File: src/rtl/uart_pkg.sv
// uart_pkg: shared UART types, data width and baud-setting codes
package uart_pkg;
   localparam int DATA_W = 8;
   typedef enum logic {IDLE, SEND} fifo_tx_state_t;
   localparam logic [1:0] BAUD_9600   = 2'b00;
   localparam logic [1:0] BAUD_19200  = 2'b01;
   localparam logic [1:0] BAUD_57600  = 2'b10;
   localparam logic [1:0] BAUD_115200 = 2'b11;
endpackage

File: src/rtl/sync_fifo.sv
// sync_fifo: circular-buffer FIFO with wrap-bit pointers, level and flush
module sync_fifo #(
   parameter int DATA_W = 8,
   parameter int DEPTH = 16,
   localparam int AW = $clog2(DEPTH)
) (
   input logic clk,
   input logic rst,
   input logic [DATA_W-1:0] wr_data,
   input logic wr_en,
   input logic rd_en,
   input logic flush,
   output logic [DATA_W-1:0] rd_data,
   output logic full,
   output logic empty,
   output logic [AW:0] level
);
   logic [DATA_W-1:0] mem [DEPTH];
   logic [AW:0] wr_ptr, rd_ptr;
   logic push, pop;
   assign push = wr_en && !full && !flush;
   assign pop = rd_en && !empty && !flush;
   assign full = (wr_ptr[AW-1:0] == rd_ptr[AW-1:0]) && (wr_ptr[AW] != rd_ptr[AW]);
   assign empty = wr_ptr == rd_ptr;
   assign level = wr_ptr - rd_ptr;
   assign rd_data = mem[rd_ptr[AW-1:0]];
   // pointer update; flush snaps the read pointer onto the write pointer
   always_ff @(posedge clk) begin
      if (rst) begin
         wr_ptr <= '0;
         rd_ptr <= '0;
      end else begin
         if (push) wr_ptr <= wr_ptr + (AW+1)'(1);
         rd_ptr <= flush ? wr_ptr : pop ? rd_ptr + (AW+1)'(1) : rd_ptr;
      end
   end
   // storage write, no reset needed on the data array
   always_ff @(posedge clk) begin
      if (push) mem[wr_ptr[AW-1:0]] <= wr_data;
   end
endmodule

File: src/rtl/uart_tx_fifo.sv
// uart_tx_fifo: byte queue feeding rs232_tx over a req/ack handshake
module uart_tx_fifo
   import uart_pkg::*;
#(
   parameter int DEPTH = 16,
   parameter int AW = $clog2(DEPTH)
) (
   input logic clk,
   input logic rst,
   input logic [DATA_W-1:0] wr_data,
   input logic wr_en,
   input logic flush,
   output logic full,
   output logic empty,
   output logic [AW:0] level,
   output logic overflow,
   output logic [DATA_W-1:0] tx_data,
   output logic tx_req,
   input logic tx_ack
);
   fifo_tx_state_t state, state_nxt;
   logic pop;
   logic [DATA_W-1:0] head;
   sync_fifo #(.DATA_W(DATA_W), .DEPTH(DEPTH)) u_fifo (
      .clk(clk),
      .rst(rst),
      .wr_data(wr_data),
      .wr_en(wr_en),
      .rd_en(pop),
      .flush(flush),
      .rd_data(head),
      .full(full),
      .empty(empty),
      .level(level)
   );
   assign tx_req = state == SEND;
   // pop when idle or when the current frame is acked; flush suppresses the pop
   always_comb begin
      pop = !empty && !flush && (state == IDLE || tx_ack);
      state_nxt = pop ? SEND : tx_ack ? IDLE : state;
   end
   // state, held byte and sticky overflow flag
   always_ff @(posedge clk) begin
      if (rst) begin
         state <= IDLE;
         tx_data <= '0;
         overflow <= 1'b0;
      end else begin
         state <= state_nxt;
         if (pop) tx_data <= head;
         overflow <= flush ? 1'b0 : (overflow || (wr_en && full));
      end
   end
endmodule
File: config.mk
export PLATFORM = sky130hd
export DESIGN_NAME = uart_tx_fifo
export DESIGN_NICKNAME = d
export VERILOG_FILES = /design/src/rtl/uart_pkg.sv /design/src/rtl/sync_fifo.sv /design/src/rtl/uart_tx_fifo.sv
export SDC_FILE = /design/constraint.sdc
export NUM_CORES = 1
export LEC_CHECK = 0
export ABC_AREA = 1
export CORE_ASPECT_RATIO = 0.7
export CORE_MARGIN = 8
export CORE_UTILIZATION = 45
export DETAILED_ROUTE_END_ITERATION = 6
export PLACE_DENSITY = 0.72
export SLEW_MARGIN = 15
export SYNTH_ARGS = -nofsm -noshare
export SYNTH_HDL_FRONTEND = slang
export SYNTH_SLANG_ARGS = --single-unit
File: constraint.sdc
create_clock -name clk -period 5.82 [get_ports clk]
set_input_delay 0.873 -clock clk [delete_from_list [all_inputs] [get_ports clk]]
set_output_delay 0.873 -clock clk [all_outputs]
set_load 0.02 [all_outputs]
Word-level counts from Yosys, hierarchy flattened
Memories as Yosys holds them, arrays and structs flattened. A register that Yosys moved wholly into a read port is not among the register bits.
Index checks and enable logic that the tools add are counted.
{"block": "totals", "regBits": 12, "ram_bits": 128, "in_bits": 13, "output_inout_bits": 17, "wordCells": 34, "n_memories": 1}
{"block": "classes", "addsub": 3, "n_eq_ne": 3, "mux": 6, "bitwise": 1, "reduce_logical": 16}
{"name": "u_fifo.mem", "depth": 16, "width": 8, "rd": 1, "rd_ports_with_merged_regs": 1, "wr": 1, "line": "sync_fifo.sv:18", "text": "logic [DATA_W-1:0] mem [DEPTH];"}
{"op": "adder 5 x 1 -> 5 bit (second input constant)", "count": 2}
{"op": "two-way mux 5 bit", "count": 2}
{"op": "logical AND 1 bit", "count": 8}
{"op": "== test 5 bit", "count": 1}
{"op": "subtractor 5 bit", "count": 1}
{"op": "== test 4 bit", "count": 1}
{"op": "two-way mux 1 bit", "count": 4}
{"op": "nonzero test 2 bit", "count": 2}
{"op": "zero test 1 bit", "count": 3}
{"op": "logical OR 1 bit", "count": 2}
{"op": "OR reduction 2 bit", "count": 1}
{"op": "!= test 1 bit", "count": 1}
{"op": "NOT 1 bit", "count": 1}

Logic depth before layout (Yosys ltp)
Gate-level depths: netlist (run 1).
{"block": "logic_depth", "ltp_word": 8, "ltp_mapped": 12, "ltp_nobuf": 9}

Hierarchy
From an unflattened synthesis (run 1), not the netlist that was laid out.
{"block": "unflattened", "hier_cells": 619, "area_unflattened_um2": 6739.0}
{"mod": "sync_fifo", "instances": 1, "cells_per_inst": 555, "area_per_inst_um2": 6286.0, "seq_area_each_um2": 4124.0}
{"mod": "uart_tx_fifo", "instances": 1, "cells_per_inst": 64, "area_per_inst_um2": 452.9, "seq_area_each_um2": 200.2}

Worst setup path after synthesis (run 1)
No wires, ideal clock.
{"block": "synth_timing", "kind": "register to output", "startpoint": "reg u_fifo.rd_ptr[1]", "endpoint": "out level[4]", "t_arrival_ns": 1.609, "t_required_ns": 4.947, "path_slack_ns": 3.338, "path_stages_with_launch": 8, "path_buffers": 2, "path_cell_list": "dfxtp_1 -> buf_4 -> inv_2 -> buf_2 -> fa_1 -> nand3_1 -> nand2_1 -> xor2_1"}
{"block": "synth_between", "elab_chain_cells": 1}
{"item": "from (decl)", "line": "sync_fifo.sv:19", "text": "logic [AW:0] wr_ptr, rd_ptr;"}
{"item": "from (signal assigned)", "line": "sync_fifo.sv:34", "text": "rd_ptr <= flush ? wr_ptr : pop ? rd_ptr + (AW+1)'(1) : rd_ptr;"}
{"item": "subtractor 5 bit", "line": "sync_fifo.sv:25", "text": "assign level = wr_ptr - rd_ptr;"}
{"item": "to (decl)", "line": "uart_tx_fifo.sv:15", "text": "output logic [AW:0] level,"}
No other way between the ends.

Final worst setup path (run 1)
Same ends and word-level chain as after synthesis.

==> flow_summary.html, run 1 <==
<table>
<tr><th>Metric</th><th>Value</th></tr>
<tr><th colspan="2">Logic synthesis</th></tr>
<tr><td>Synthesized netlist net count</td><td>about 700</td></tr>
<tr><td>Number of warnings printed during yosys synthesis</td><td>0</td></tr>
<tr><td>Post-synth cell types</td><td>27</td></tr>
<tr><td>Per-instance average area after synthesis</td><td>between 9 and 10 um^2</td></tr>
<tr><td>Register bit count reported by yosys</td><td>between 100 and 150</td></tr>
<tr><td>Synth Cell Area</td><td>between 0.006 and 0.007 mm^2</td></tr>
<tr><td>Cell count after synthesis</td><td>just under 700</td></tr>
<tr><td>Proportion of synthesized chip area in sequential cells</td><td>between 60% and 70%</td></tr>
<tr><th colspan="2">Placement</th></tr>
<tr><td>Post-placement worst setup slack</td><td>about 2.5 ns</td></tr>
<tr><td>DP Wirelength</td><td>roughly 11 mm</td></tr>
<tr><td>Number of port buffers</td><td>29</td></tr>
<tr><td>Placed Cells incl. Taps</td><td>868</td></tr>
<tr><td>Routability Congestion</td><td>0.966</td></tr>
<tr><td>Dpl cell area</td><td>0.00700 mm^2</td></tr>
<tr><th colspan="2">Pwr</th></tr>
<tr><td>Final total power</td><td>~2.4 mW</td></tr>
<tr><td>Maximum vdd ir drop</td><td>approximately 240 uV</td></tr>
<tr><td>Standby leakage power</td><td>3.02 nW</td></tr>
<tr><td>Power density cells</td><td>between 300 and 400 mW/mm^2</td></tr>
<tr><th colspan="2">Worst setup path</th></tr>
<tr><td>Worst EP arrival</td><td>about 2.9 ns</td></tr>
<tr><td>Path type of the worst setup path</td><td>reg -&gt; out</td></tr>
<tr><td>Largest fanout on the critical path</td><td>37</td></tr>
<tr><td>CP Launch Type</td><td>register</td></tr>
<tr><td>Cell with the largest stage delay on the worst path</td><td>sky130_fd_sc_hd__clkdlybuf4s50_1</td></tr>
<tr><td>Series of cell instances along the critical path</td><td>buf_4 -&gt; inv_2 -&gt; fa_1 -&gt; nand3_1 -&gt; nand2_1 -&gt; xor2_1 -&gt; clkdlybuf4s50_1</td></tr>
<tr><td>Endpoint required time on the critical path</td><td>around 5.0 ns</td></tr>
<tr><td>Worst path max stage delay</td><td>0.62 ns</td></tr>
<tr><td>Nature of the critical path endpoint</td><td>output pin</td></tr>
<tr><th colspan="2">Drt</th></tr>
<tr><td>Number of vias per cell after detailed routing</td><td>approximately 5.2</td></tr>
<tr><td>Routed via count</td><td>around 4700</td></tr>
<tr><td>Total iterations of the first detailed-routing run</td><td>5</td></tr>
<tr><td>ANT nets after route</td><td>0</td></tr>
<tr><td>Wirelength per Cell</td><td>17.9 um</td></tr>
<tr><td>Number of DRC markers in iteration 0</td><td>675</td></tr>
<tr><td>DR DRC count</td><td>0</td></tr>
<tr><td>Total routed wirelength</td><td>16.1 mm</td></tr>
<tr><th colspan="2">Timing</th></tr>
<tr><td>Final Max Slew Viols</td><td>0</td></tr>
<tr><td>Setup_tns</td><td>0 ns</td></tr>
<tr><td>Setup repair after global routing missed its margin</td><td>false</td></tr>
<tr><td>Worst Skew</td><td>0.00740 ns</td></tr>
<tr><td>Actual transition at the worst max-transition pin</td><td>1.05 ns</td></tr>
<tr><td>Top achievable clock speed</td><td>between 0.2 and 0.3 GHz</td></tr>
<tr><td>Post-route fraction of the period consumed by the critical path</td><td>approximately two thirds</td></tr>
<tr><td>Hold Fails Final Rpt</td><td>0</td></tr>
<tr><td>Final Setup Violations</td><td>0</td></tr>
<tr><td>Post-layout worst setup margin</td><td>around 2 ns</td></tr>
<tr><td>Worst slew slack as a fraction of its limit</td><td>between 20 and 30%</td></tr>
<tr><td>Min cycle time layout</td><td>approximately 3.8 ns</td></tr>
<tr><th colspan="2">Clock network</th></tr>
<tr><td>Number of sinks driven by the clock tree</td><td>~150</td></tr>
<tr><td>Clk slew on worst S/H paths</td><td>~0.060 ns</td></tr>
<tr><td>Post-cts repair resize count</td><td>0</td></tr>
<tr><td>Clk Latency, worst-skew pair</td><td>roughly 0.42 ns</td></tr>
<tr><td>Clock root buffer</td><td>sky130_fd_sc_hd__clkbuf_16</td></tr>
<tr><td>Number of buffers between clock root and the deepest sink</td><td>2</td></tr>
<tr><td>TritonCTS clock tree</td><td>built</td></tr>
<tr><td>Post-CTS setup buffer count</td><td>0</td></tr>
<tr><td>CTS Buf Count</td><td>17</td></tr>
<tr><td>Count of H-tree levels built during CTS</td><td>4</td></tr>
<tr><td>Cts-stage hold buffer count</td><td>0</td></tr>
<tr><th colspan="2">GRT</th></tr>
<tr><td>Antenna violations before repair</td><td>0</td></tr>
<tr><td>Vias in the first global route</td><td>approximately 4500</td></tr>
<tr><td>Overflow after GRT</td><td>0</td></tr>
<tr><td>Wire length of the first global-routing pass</td><td>approximately 25 mm</td></tr>
<tr><td>Largest net degree at the start of global routing</td><td>70</td></tr>
<tr><td>Overall fraction of global-route tracks in use</td><td>~17%</td></tr>
<tr><th colspan="2">Floorplan</th></tr>
<tr><td>Horiz. Die Dim</td><td>between 150 and 200 um</td></tr>
<tr><td>Initial cell density of the core</td><td>45.8%</td></tr>
<tr><td>Core area</td><td>0.0146 mm^2</td></tr>
<tr><td>Number of placed I/O pins</td><td>30</td></tr>
<tr><td>Die area</td><td>0.0191 mm^2</td></tr>
<tr><td>Number of cell rows</td><td>37</td></tr>
<tr><td>Y dimension of the die</td><td>about 120 um</td></tr>
<tr><th colspan="2">Run</th></tr>
<tr><td>Total of max-cap violations</td><td>0</td></tr>
<tr><th colspan="2">Finish</th></tr>
<tr><td>Sequential cell area</td><td>around 0.0042 mm^2</td></tr>
<tr><td>Share of post-route cells with drive strength above 1</td><td>under 10%</td></tr>
<tr><td>Area Growth Syn to Fin</td><td>12.9%</td></tr>
<tr><td>Number of non-filler instances in the completed layout</td><td>900</td></tr>
<tr><td>Antenna diode count</td><td>0</td></tr>
<tr><td>Total Nets Final</td><td>between 700 and 800</td></tr>
<tr><td>Final non-filler cell area</td><td>roughly 0.0075 mm^2</td></tr>
<tr><td>Area of the multi-input gates</td><td>between 0.0015 and 0.002 mm^2</td></tr>
<tr><td>Fillcell total</td><td>~1300</td></tr>
<tr><th colspan="2">Min path</th></tr>
<tr><td>Hold WC Path Type</td><td>reg -&gt; reg</td></tr>
<tr><th colspan="2">Outcome</th></tr>
<tr><td>Outcome</td><td>complete, no violations</td></tr>
</table>
## logic make-up after synthesis
logic type	count (synthesis)	share of synthesized area, %
flops	148	63.5
buf+inv	108	7.74
simple gates	373	23.5
fa+ha+maj	10	1.99
xor+xnor	6	0.787
compound gates	28	2.47
## routing by layer
| layer | vias to the layer above | GRT usage [%] | wire length [um] |
|---|---|---|---|
| li1 | 2231 | - | - |
| met1 | 2230 | 24.0 | 7070 |
| met2 | 219 | 26.0 | 7190 |
| met3 | 17 | 5.03 | 1680 |
| met4 | 0 | 4.79 | 170 |
| met5 | - | 0 | 0 |
## worst max-delay path, delay by kind of cell (launching register included)
| family | cells | cell delay (ns) |
|---|---|---|
| flops | 1 | 0.30 |
| simple gates | 2 | 0.17 |
| buf+inv | 3 | 1.33 |
| fa+ha+maj | 1 | 0.56 |
| xor+xnor | 1 | 0.13 |
## cells in the mapped netlist (all sizes together)
| cell | instances | share of area, % |
|---|---|---|
| fa | 1 | 0.30 |
| a211oi | 1 | 0.11 |
| ha | 9 | 1.7 |
| o21ai | 8 | 0.66 |
| nor3 | 3 | 0.22 |
| clkbuf | 3 | 0.17 |
| edfxtp | 128 | 58 |
| inv | 76 | 4.3 |
| nand2 | 251 | 14 |
| nand3 | 88 | 7.2 |
| clkinv | 1 | 0.056 |
| xor2 | 6 | 0.79 |
| nand4 | 3 | 0.28 |
| a21oi | 19 | 1.7 |
| dfxtp | 20 | 6.0 |
| buf | 28 | 3.2 |
| nor2 | 28 | 1.6 |
## cells in the final DEF (no fill, tap or decap), types with 9 or more instances in the layout
cell type	instances
sky130_fd_sc_hd__nor2_1	27
sky130_fd_sc_hd__ha_1	9
sky130_fd_sc_hd__dfxtp_1	19
sky130_fd_sc_hd__nand3_1	82
sky130_fd_sc_hd__clkdlybuf4s50_1	29
sky130_fd_sc_hd__nand2_1	248
sky130_fd_sc_hd__a21oi_1	14
sky130_fd_sc_hd__inv_1	69
sky130_fd_sc_hd__edfxtp_1	128
sky130_fd_sc_hd__clkbuf_16	17
## layout make-up
cell class	count	share of cell area, %
Clock buffer	18	5.69
Timing Repair Buffer	31	4.05
Multi-Input combinational cell	417	25.4
Tap cell	195	3.23
Sequential cell	148	56.3
Clock inverter	14	1.48
Inverter	77	3.83
## power by group
group	internal [mW]	switching [mW]	total (mW)
combinational	0.0835	0.177	0.261
sequential	1.17	0.00984	1.18
clock	0.582	0.421	1.00
## registers in the layout (all words and copies together) (netlist names)
register / flops
u_fifo.mem: 128
tx_data: 8
u_fifo.rd_ptr: 5
u_fifo.wr_ptr: 5
overflow: 1
tx_req: 1
## path summary, 6_finish.rpt
kind	cells after the start	end	slack (ns)	startpoint
setup / recovery	7	level[4]	2.03	u_fifo.rd_ptr[1]
hold / removal	2	overflow	0.46	overflow
setup reg to reg	10	u_fifo.mem[10][2]	2.52	u_fifo.rd_ptr[1]
hold reg to reg	2	overflow	0.46	overflow
## stage by stage
| step | utilization, % | hold WS (ns) |
|---|---|---|
| final | 51.7 | 0.462 |
| after global routing | 51.7 | 0.508 |
| after CTS | 51.7 | 0.468 |
| after detailed placement | 48.0 | 0.460 |
| after global placement | 48.0 | 0.452 |
| after floorplan | - | 0.482 |
Note: power is estimated with default switching activity, not from simulation.
==> inputs of run 2 (changes only) <==
- PLACE_DENSITY: 0.72 -> 0.75
- clock period: 5.82 -> 3.2 ns (I/O delays scaled with it)
==> run 2 against run 1 <==
Effect of this change: cell count up 2.0%; largest cell class unchanged; critical path depth did not move; die area unchanged; clock-buffer cell count fell by 1; power is 90% higher; worst hold slack better by 0.0078 ns; setup slack got worse by 1.8 ns; final area up 2.7%; wire length fell by 3.3%.
==> flow_summary.html, run 2 (same netlist as run 1, synthesis figures left out) <==
<table>
<tr><th>Metric</th><th>Value</th></tr>
<tr><th colspan="2">Finish</th></tr>
<tr><td>Antenna diode count</td><td>0 (unchanged)</td></tr>
<tr><td>Flip-flop count of the largest register after layout</td><td>128 (unchanged)</td></tr>
<tr><td>Area Growth Syn to Fin</td><td>15.9%</td></tr>
<tr><td>Share of post-route cells with drive strength above 1</td><td>10.5% (+2.9 points)</td></tr>
<tr><td>Fillcell total</td><td>1263 (-0.24%)</td></tr>
<tr><td>Area of the multi-input gates</td><td>0.00192 mm^2 (unchanged)</td></tr>
<tr><td>Commonest non-fill, non-tap cells in the layout</td><td>248 x sky130_fd_sc_hd__nand2_1, 128 x sky130_fd_sc_hd__edfxtp_1, 82 x sky130_fd_sc_hd__nand3_1, 69 x sky130_fd_sc_hd__inv_1, 29 x sky130_fd_sc_hd__clkdlybuf4s50_1</td></tr>
<tr><td>Final Util</td><td>53.1% (+1.4 points)</td></tr>
<tr><td>Total Nets Final</td><td>733 (+2.5%)</td></tr>
<tr><td>Most common cell after layout, fill and taps aside</td><td>sky130_fd_sc_hd__nand2_1</td></tr>
<tr><td>Sequential cell area</td><td>0.00425 mm^2 (unchanged)</td></tr>
<tr><th colspan="2">Pwr</th></tr>
<tr><td>Standby leakage power</td><td>3.15 nW (+4.4%)</td></tr>
<tr><td>Power density cells</td><td>599 mW/mm^2 (+85%)</td></tr>
<tr><td>Final total power</td><td>4.64 mW (+90%)</td></tr>
<tr><td>Maximum vdd ir drop</td><td>360 uV (+50%)</td></tr>
<tr><th colspan="2">Floorplan</th></tr>
<tr><td>Y dimension of the die</td><td>118 um (unchanged)</td></tr>
<tr><td>Core area</td><td>0.0146 mm^2 (unchanged)</td></tr>
<tr><td>Die area</td><td>0.0191 mm^2 (unchanged)</td></tr>
<tr><td>Horiz. Die Dim</td><td>162 um (unchanged)</td></tr>
<tr><td>Initial cell density of the core</td><td>45.8% (unchanged)</td></tr>
<tr><td>Number of placed I/O pins</td><td>30 (unchanged)</td></tr>
<tr><td>Number of cell rows</td><td>37 (unchanged)</td></tr>
<tr><th colspan="2">Clock network</th></tr>
<tr><td>TritonCTS clock tree</td><td>built</td></tr>
<tr><td>Clk Latency, worst-skew pair</td><td>0.43 ns (about the same)</td></tr>
<tr><td>Clock root buffer</td><td>sky130_fd_sc_hd__clkbuf_16</td></tr>
<tr><td>Post-CTS setup buffer count</td><td>0 (unchanged)</td></tr>
<tr><td>Clk slew on worst S/H paths</td><td>0.07 ns (about the same)</td></tr>
<tr><td>Number of buffers between clock root and the deepest sink</td><td>2 (unchanged)</td></tr>
<tr><td>Count of H-tree levels built during CTS</td><td>4 (unchanged)</td></tr>
<tr><td>CTS Buf Count</td><td>17 (unchanged)</td></tr>
<tr><td>Number of sinks driven by the clock tree</td><td>148 (unchanged)</td></tr>
<tr><td>Cts-stage hold buffer count</td><td>0 (unchanged)</td></tr>
<tr><td>Post-cts repair resize count</td><td>0 (unchanged)</td></tr>
<tr><th colspan="2">Worst setup path</th></tr>
<tr><td>Endpoint required time on the critical path</td><td>2.72 ns (-2.23 ns)</td></tr>
<tr><td>Kind of cell with the highest combined delay on the critical path</td><td>buffers and inverters</td></tr>
<tr><td>Worst path max stage delay</td><td>0.59 ns (-0.03 ns)</td></tr>
<tr><td>Series of cell instances along the critical path</td><td>inv_1 -&gt; ha_1 -&gt; nand2_1 -&gt; nor2_2 -&gt; nand2_2 -&gt; inv_1 -&gt; clkdlybuf4s50_1</td></tr>
<tr><td>Nature of the critical path endpoint</td><td>output pin</td></tr>
<tr><td>Path type of the worst setup path</td><td>reg -&gt; out</td></tr>
<tr><td>Crit-path most repeated cell</td><td>sky130_fd_sc_hd__inv_1</td></tr>
<tr><td>Cell with the largest stage delay on the worst path</td><td>sky130_fd_sc_hd__clkdlybuf4s50_1</td></tr>
<tr><td>Largest fanout on the critical path</td><td>11 (-70%)</td></tr>
<tr><td>Worst EP arrival</td><td>2.47 ns (-0.45 ns)</td></tr>
<tr><td>Buffers &amp; Inverters on Critical Path</td><td>3 (unchanged)</td></tr>
<tr><td>CP Launch Type</td><td>register</td></tr>
<tr><th colspan="2">Placement</th></tr>
<tr><td>Number of port buffers</td><td>29 (unchanged)</td></tr>
<tr><td>Routability Congestion</td><td>0.961 (-0.57%)</td></tr>
<tr><td>DP Wirelength</td><td>9.91 mm (-8.0%)</td></tr>
<tr><th colspan="2">Drt</th></tr>
<tr><td>Total iterations of the first detailed-routing run</td><td>5 (unchanged)</td></tr>
<tr><td>Routed via count</td><td>4743 (+0.98%)</td></tr>
<tr><td>Wirelength per Cell</td><td>17.0 um (-5.2%)</td></tr>
<tr><td>DR DRC count</td><td>0 (unchanged)</td></tr>
<tr><td>Number of DRC markers in iteration 0</td><td>582 (-14%)</td></tr>
<tr><td>Total routed wirelength</td><td>15.6 mm (-3.3%)</td></tr>
<tr><td>Number of vias per cell after detailed routing</td><td>5.17 (-1.0%)</td></tr>
<tr><td>ANT nets after route</td><td>0 (unchanged)</td></tr>
<tr><th colspan="2">Timing</th></tr>
<tr><td>Final Setup Violations</td><td>0 (unchanged)</td></tr>
<tr><td>Setup_tns</td><td>0 ns (unchanged)</td></tr>
<tr><td>Setup repair after global routing missed its margin</td><td>false</td></tr>
<tr><td>Final Max Slew Viols</td><td>0 (unchanged)</td></tr>
<tr><td>Worst slew slack as a fraction of its limit</td><td>45.0% (+15 points)</td></tr>
<tr><td>Top achievable clock speed</td><td>0.339 GHz</td></tr>
<tr><td>Worst Skew</td><td>0.0168 ns (+0.00936 ns)</td></tr>
<tr><td>Post-route fraction of the period consumed by the critical path</td><td>just over 90%</td></tr>
<tr><td>Hold Fails Final Rpt</td><td>0 (unchanged)</td></tr>
<tr><td>Actual transition at the worst max-transition pin</td><td>0.823 ns (-0.226 ns)</td></tr>
<tr><td>Min cycle time layout</td><td>about 3.0 ns</td></tr>
<tr><th colspan="2">Run</th></tr>
<tr><td>Total of max-cap violations</td><td>0 (unchanged)</td></tr>
<tr><th colspan="2">GRT</th></tr>
<tr><td>Overall fraction of global-route tracks in use</td><td>17.0% (-0.33 points)</td></tr>
<tr><td>Largest net degree at the start of global routing</td><td>69 (-1.4%)</td></tr>
<tr><td>Wire length of the first global-routing pass</td><td>24.7 mm (-1.3%)</td></tr>
<tr><td>Overflow after GRT</td><td>0 (unchanged)</td></tr>
<tr><td>Vias in the first global route</td><td>4389 (-2.9%)</td></tr>
<tr><td>Antenna violations before repair</td><td>0 (unchanged)</td></tr>
<tr><th colspan="2">Outcome</th></tr>
<tr><td>Outcome</td><td>complete, no violations</td></tr>
<tr><th colspan="2">Min path</th></tr>
<tr><td>Hold WC Path Type</td><td>reg -&gt; reg</td></tr>
</table>
run 2: cell count changes in the layout (fill, tap and decap cells not counted):
cell	previous run	this run
sky130_fd_sc_hd__clkinv_4	0	2
sky130_fd_sc_hd__inv_8	0	1
sky130_fd_sc_hd__inv_6	2	6
sky130_fd_sc_hd__buf_4	2	19
sky130_fd_sc_hd__bufinv_16	1	2
sky130_fd_sc_hd__clkinv_2	3	1
sky130_fd_sc_hd__clkbuf_1	1	0
sky130_fd_sc_hd__buf_12	0	1
sky130_fd_sc_hd__clkinv_1	4	1
sky130_fd_sc_hd__clkinvlp_4	5	3
run 2: report_power, final:
part	internal [mW]	leakage [nW]	switching, mW
Sequential	2.12	1.32	0.0141
Clock	1.17	0.284	0.850
Combinational	0.159	1.55	0.322
run 2: final cells by class:
class / instances / share of cell area [%]
Clock buffer: 17 / 5.49
Clock inverter: 15 / 2.18
Inverter: 77 / 3.73
Multi-Input combinational cell: 417 / 24.8
Sequential cell: 148 / 54.8
Tap cell: 195 / 3.15
Timing Repair Buffer: 49 / 5.85
run 2: per-layer routing:
metal / vias to the layer above / GRT usage [%] / routed length, um
met5: - / 0 / 0
met4: 0 / 4.61 / 214
met3: 24 / 5.70 / 1830
met2: 272 / 22.7 / 6370
met1: 2175 / 25.5 / 7160
li1: 2272 / - / -
run 2: path summary, 6_finish.rpt:
kind,from,endpoint,slack (ns),cells after the start
worst max-delay path,u_fifo.rd_ptr[3],empty,0.25,7
worst min-delay path,overflow,overflow,0.47,2
worst max register to register,u_fifo.rd_ptr[3],u_fifo.mem[8][4],0.64,9
worst min register to register,overflow,overflow,0.47,2
run 2: worst register-to-register path, stage by stage (launching register included):
cell                      delay (ns)
sky130_fd_sc_hd__dfxtp_1        0.40
sky130_fd_sc_hd__inv_1          0.22
sky130_fd_sc_hd__ha_1           0.43
sky130_fd_sc_hd__nand2_1        0.10
sky130_fd_sc_hd__nor2_2         0.05
sky130_fd_sc_hd__nand3_1        0.07
sky130_fd_sc_hd__nand3_2        0.08
sky130_fd_sc_hd__inv_2          0.14
sky130_fd_sc_hd__nand2_1        0.18
sky130_fd_sc_hd__nor2_1         0.52
run 2: metrics by stage:
step                      setup slack (ns)  hold WS [ns]  std cells  cell area [um^2]
after floorplan                      0.857         0.482        673              6680
after global placement               0.625         0.452        886              7150
after detailed placement             0.574         0.461        886              7150
after CTS                            0.253         0.471        918              7740
after global routing                 0.137         0.521        918              7740
final                                0.249         0.470        918              7740
==> inputs of run 3 (changes only) <==
- PLACE_DENSITY: 0.75 -> 0.65
==> run 3 against run 2 <==
Effect of this change: combinational power down 2%; clock power up 13%; highest routed layer unchanged; critical path depth up 1; cell count up 0.22%; sequential share of layout area down 0.62 points; via count down 1.7%; wire length up 1.9%; first-iteration DRC count down 22%; core utilization up 0.61 points; sequential power about the same.
==> flow_summary.html, run 3 (same netlist as run 1, synthesis figures left out) <==
<table>
<tr><th>Metric</th><th>Value</th></tr>
<tr><th colspan="2">GRT</th></tr>
<tr><td>Overflow after GRT</td><td>0 (unchanged)</td></tr>
<tr><td>Overall fraction of global-route tracks in use</td><td>17.1% (+0.066 points)</td></tr>
<tr><td>Antenna violations before repair</td><td>0 (unchanged)</td></tr>
<tr><td>Largest net degree at the start of global routing</td><td>70 (+1.4%)</td></tr>
<tr><td>Wire length of the first global-routing pass</td><td>24.9 mm (+0.75%)</td></tr>
<tr><td>Vias in the first global route</td><td>4465 (+1.7%)</td></tr>
<tr><th colspan="2">Finish</th></tr>
<tr><td>Share of post-route cells with drive strength above 1</td><td>10.6% (+0.11 points)</td></tr>
<tr><td>Area Growth Syn to Fin</td><td>17.3%</td></tr>
<tr><td>Most common cell after layout, fill and taps aside</td><td>sky130_fd_sc_hd__nand2_1</td></tr>
<tr><td>Antenna diode count</td><td>0 (unchanged)</td></tr>
<tr><td>Sequential cell area</td><td>0.00425 mm^2 (unchanged)</td></tr>
<tr><td>Commonest non-fill, non-tap cells in the layout</td><td>248 x sky130_fd_sc_hd__nand2_1, 128 x sky130_fd_sc_hd__edfxtp_1, 82 x sky130_fd_sc_hd__nand3_1, 69 x sky130_fd_sc_hd__inv_1, 29 x sky130_fd_sc_hd__clkdlybuf4s50_1</td></tr>
<tr><td>Flip-flop count of the largest register after layout</td><td>128 (unchanged)</td></tr>
<tr><td>Final Util</td><td>53.7% (+0.61 points)</td></tr>
<tr><td>Fillcell total</td><td>1302 (+3.1%)</td></tr>
<tr><td>Area of the multi-input gates</td><td>0.00192 mm^2 (unchanged)</td></tr>
<tr><td>Number of non-filler instances in the completed layout</td><td>920 (+0.22%)</td></tr>
<tr><td>Total Nets Final</td><td>735 (+0.27%)</td></tr>
<tr><th colspan="2">Clock network</th></tr>
<tr><td>Cts-stage hold buffer count</td><td>0 (unchanged)</td></tr>
<tr><td>Post-CTS setup buffer count</td><td>0 (unchanged)</td></tr>
<tr><td>Clk slew on worst S/H paths</td><td>0.06 ns (about the same)</td></tr>
<tr><td>Clock root buffer</td><td>sky130_fd_sc_hd__clkbuf_16</td></tr>
<tr><td>Count of H-tree levels built during CTS</td><td>4 (unchanged)</td></tr>
<tr><td>Number of sinks driven by the clock tree</td><td>148 (unchanged)</td></tr>
<tr><td>Number of buffers between clock root and the deepest sink</td><td>2 (unchanged)</td></tr>
<tr><td>TritonCTS clock tree</td><td>built</td></tr>
<tr><td>Clk Latency, worst-skew pair</td><td>0.41 ns (-0.02 ns)</td></tr>
<tr><td>Post-cts repair resize count</td><td>0 (unchanged)</td></tr>
<tr><td>CTS Buf Count</td><td>17 (unchanged)</td></tr>
<tr><th colspan="2">Drt</th></tr>
<tr><td>Routed via count</td><td>4664 (-1.7%)</td></tr>
<tr><td>Number of vias per cell after detailed routing</td><td>5.07 (-1.9%)</td></tr>
<tr><td>Wirelength per Cell</td><td>17.2 um (+1.6%)</td></tr>
<tr><td>DR DRC count</td><td>0 (unchanged)</td></tr>
<tr><td>Total routed wirelength</td><td>15.9 mm (+1.9%)</td></tr>
<tr><td>Number of DRC markers in iteration 0</td><td>455 (-22%)</td></tr>
<tr><td>ANT nets after route</td><td>0 (unchanged)</td></tr>
<tr><td>Total iterations of the first detailed-routing run</td><td>7 (+2)</td></tr>
<tr><th colspan="2">Floorplan</th></tr>
<tr><td>Horiz. Die Dim</td><td>162 um (unchanged)</td></tr>
<tr><td>Number of cell rows</td><td>37 (unchanged)</td></tr>
<tr><td>Number of placed I/O pins</td><td>30 (unchanged)</td></tr>
<tr><td>Initial cell density of the core</td><td>45.8% (unchanged)</td></tr>
<tr><td>Die area</td><td>0.0191 mm^2 (unchanged)</td></tr>
<tr><td>Y dimension of the die</td><td>118 um (unchanged)</td></tr>
<tr><td>Core area</td><td>0.0146 mm^2 (unchanged)</td></tr>
<tr><th colspan="2">Placement</th></tr>
<tr><td>Number of port buffers</td><td>29 (unchanged)</td></tr>
<tr><td>Post-placement worst setup slack</td><td>0.647 ns (+0.0728 ns)</td></tr>
<tr><td>DP Wirelength</td><td>10.0 mm (+0.85%)</td></tr>
<tr><td>Placed Cells incl. Taps</td><td>888 (+0.23%)</td></tr>
<tr><td>Routability Congestion</td><td>0.855 (-11%)</td></tr>
<tr><th colspan="2">Timing</th></tr>
<tr><td>Min cycle time layout</td><td>2.94 ns (-0.00696 ns)</td></tr>
<tr><td>Top achievable clock speed</td><td>0.340 GHz (+0.24%)</td></tr>
<tr><td>Setup_tns</td><td>0 ns (unchanged)</td></tr>
<tr><td>Hold Fails Final Rpt</td><td>0 (unchanged)</td></tr>
<tr><td>Setup repair after global routing missed its margin</td><td>false</td></tr>
<tr><td>Final Setup Violations</td><td>0 (unchanged)</td></tr>
<tr><td>Actual transition at the worst max-transition pin</td><td>0.780 ns (-0.0426 ns)</td></tr>
<tr><td>Worst Skew</td><td>0.00981 ns (-0.00694 ns)</td></tr>
<tr><td>Post-layout worst setup margin</td><td>0.256 ns (+0.00696 ns)</td></tr>
<tr><td>Worst slew slack as a fraction of its limit</td><td>48.0% (+3.0 points)</td></tr>
<tr><td>Post-route fraction of the period consumed by the critical path</td><td>92.0% (-0.22 points)</td></tr>
<tr><td>Final Max Slew Viols</td><td>0 (unchanged)</td></tr>
<tr><th colspan="2">Worst setup path</th></tr>
<tr><td>Path type of the worst setup path</td><td>reg -&gt; out</td></tr>
<tr><td>CP Launch Type</td><td>register</td></tr>
<tr><td>Largest fanout on the critical path</td><td>6 (-5)</td></tr>
<tr><td>Worst EP arrival</td><td>2.46 ns (about the same)</td></tr>
<tr><td>Crit-path most repeated cell</td><td>sky130_fd_sc_hd__inv_1</td></tr>
<tr><td>Series of cell instances along the critical path</td><td>inv_1 -&gt; ha_1 -&gt; inv_1 -&gt; fa_1 -&gt; nand3_1 -&gt; nand2_1 -&gt; xor2_1 -&gt; clkdlybuf4s50_1</td></tr>
<tr><td>Worst path max stage delay</td><td>0.62 ns (+0.03 ns)</td></tr>
<tr><td>Endpoint required time on the critical path</td><td>2.72 ns (about the same)</td></tr>
<tr><td>Cell with the largest stage delay on the worst path</td><td>sky130_fd_sc_hd__clkdlybuf4s50_1</td></tr>
<tr><td>Nature of the critical path endpoint</td><td>output pin</td></tr>
<tr><th colspan="2">Pwr</th></tr>
<tr><td>Clock power frac</td><td>46.6% (+3.1 points)</td></tr>
<tr><td>Standby leakage power</td><td>3.20 nW (+1.6%)</td></tr>
<tr><td>Proportion of power drawn by flip-flops and latches</td><td>43.8% (-2.3 points)</td></tr>
<tr><td>Maximum vdd ir drop</td><td>402 uV (+12%)</td></tr>
<tr><td>Internal portion of total power</td><td>3.79 mW (+9.8%)</td></tr>
<tr><td>Share of total power in combinational logic</td><td>9.6% (-0.8 points)</td></tr>
<tr><td>Switching portion of total power</td><td>22.6% (-3.0 points)</td></tr>
<tr><td>Psw</td><td>1.11 mW (-6.6%)</td></tr>
<tr><td>Power density cells</td><td>625 mW/mm^2 (+4.4%)</td></tr>
<tr><th colspan="2">Run</th></tr>
<tr><td>Total of max-cap violations</td><td>0 (unchanged)</td></tr>
<tr><th colspan="2">Min path</th></tr>
<tr><td>Hold WC Path Type</td><td>reg -&gt; reg</td></tr>
<tr><th colspan="2">Outcome</th></tr>
<tr><td>Outcome</td><td>complete, no violations</td></tr>
</table>
[run 3: per-stage QoR]
step	hold slack [ns]	instance area [um^2]	power [mW]
floorplan	0.482	6680	2.49
global placement	0.454	7150	2.65
detailed placement	0.455	7150	2.65
CTS	0.464	7830	4.92
global route	0.490	7830	5.06
finish	0.462	7830	4.90
[run 3: worst paths after layout]
kind	from	to	slack, ns	depth (start not counted)
worst max-delay path	u_fifo.wr_ptr[0]	level[4]	0.26	8
worst min-delay path	overflow	overflow	0.46	2
worst max register to register	u_fifo.rd_ptr[3]	u_fifo.mem[2][5]	0.73	9
worst min register to register	overflow	overflow	0.46	2
[run 3: power by group through the flow]
| stage | Combinational [mW] | Clock, mW | Sequential, mW |
|---|---|---|---|
| 3_5_place_dp | 0.468 | 0 | 2.18 |
| 5_1_grt | 0.520 | 2.39 | 2.15 |
| 2_1_floorplan | 0.298 | 0 | 2.20 |
| 4_1_cts | 0.472 | 2.31 | 2.14 |
| 3_3_place_gp | 0.463 | 0 | 2.18 |
| 6_report | 0.470 | 2.28 | 2.14 |
[run 3: routing by layer]
metal  share of wire (%)  up-vias  GRT usage (%)
li1                    -     2272              -
met1                  48     2230           25.3
met2                  44      148           24.4
met3                 6.5       14           3.11
met4                0.96        0           6.17
met5                   0        -              0
[run 3: layout make-up]
cell class	count	share of cell area, %
Clock inverter	12	2.86
Clock buffer	20	5.83
Sequential cell	148	54.2
Tap cell	195	3.11
Timing Repair Buffer	51	5.81
Inverter	77	3.69
Multi-Input combinational cell	417	24.5
[run 3: worst max-delay path, delay by kind of cell, from the launching register on]
| kind | cells | cell delay (ns) |
|---|---|---|
| xor gates and xnor gates | 1 | 0.14 |
| and+or+nand+nor | 2 | 0.16 |
| buffers and inverters | 3 | 0.83 |
| DFF | 1 | 0.37 |
| adders and majority gates | 2 | 0.57 |
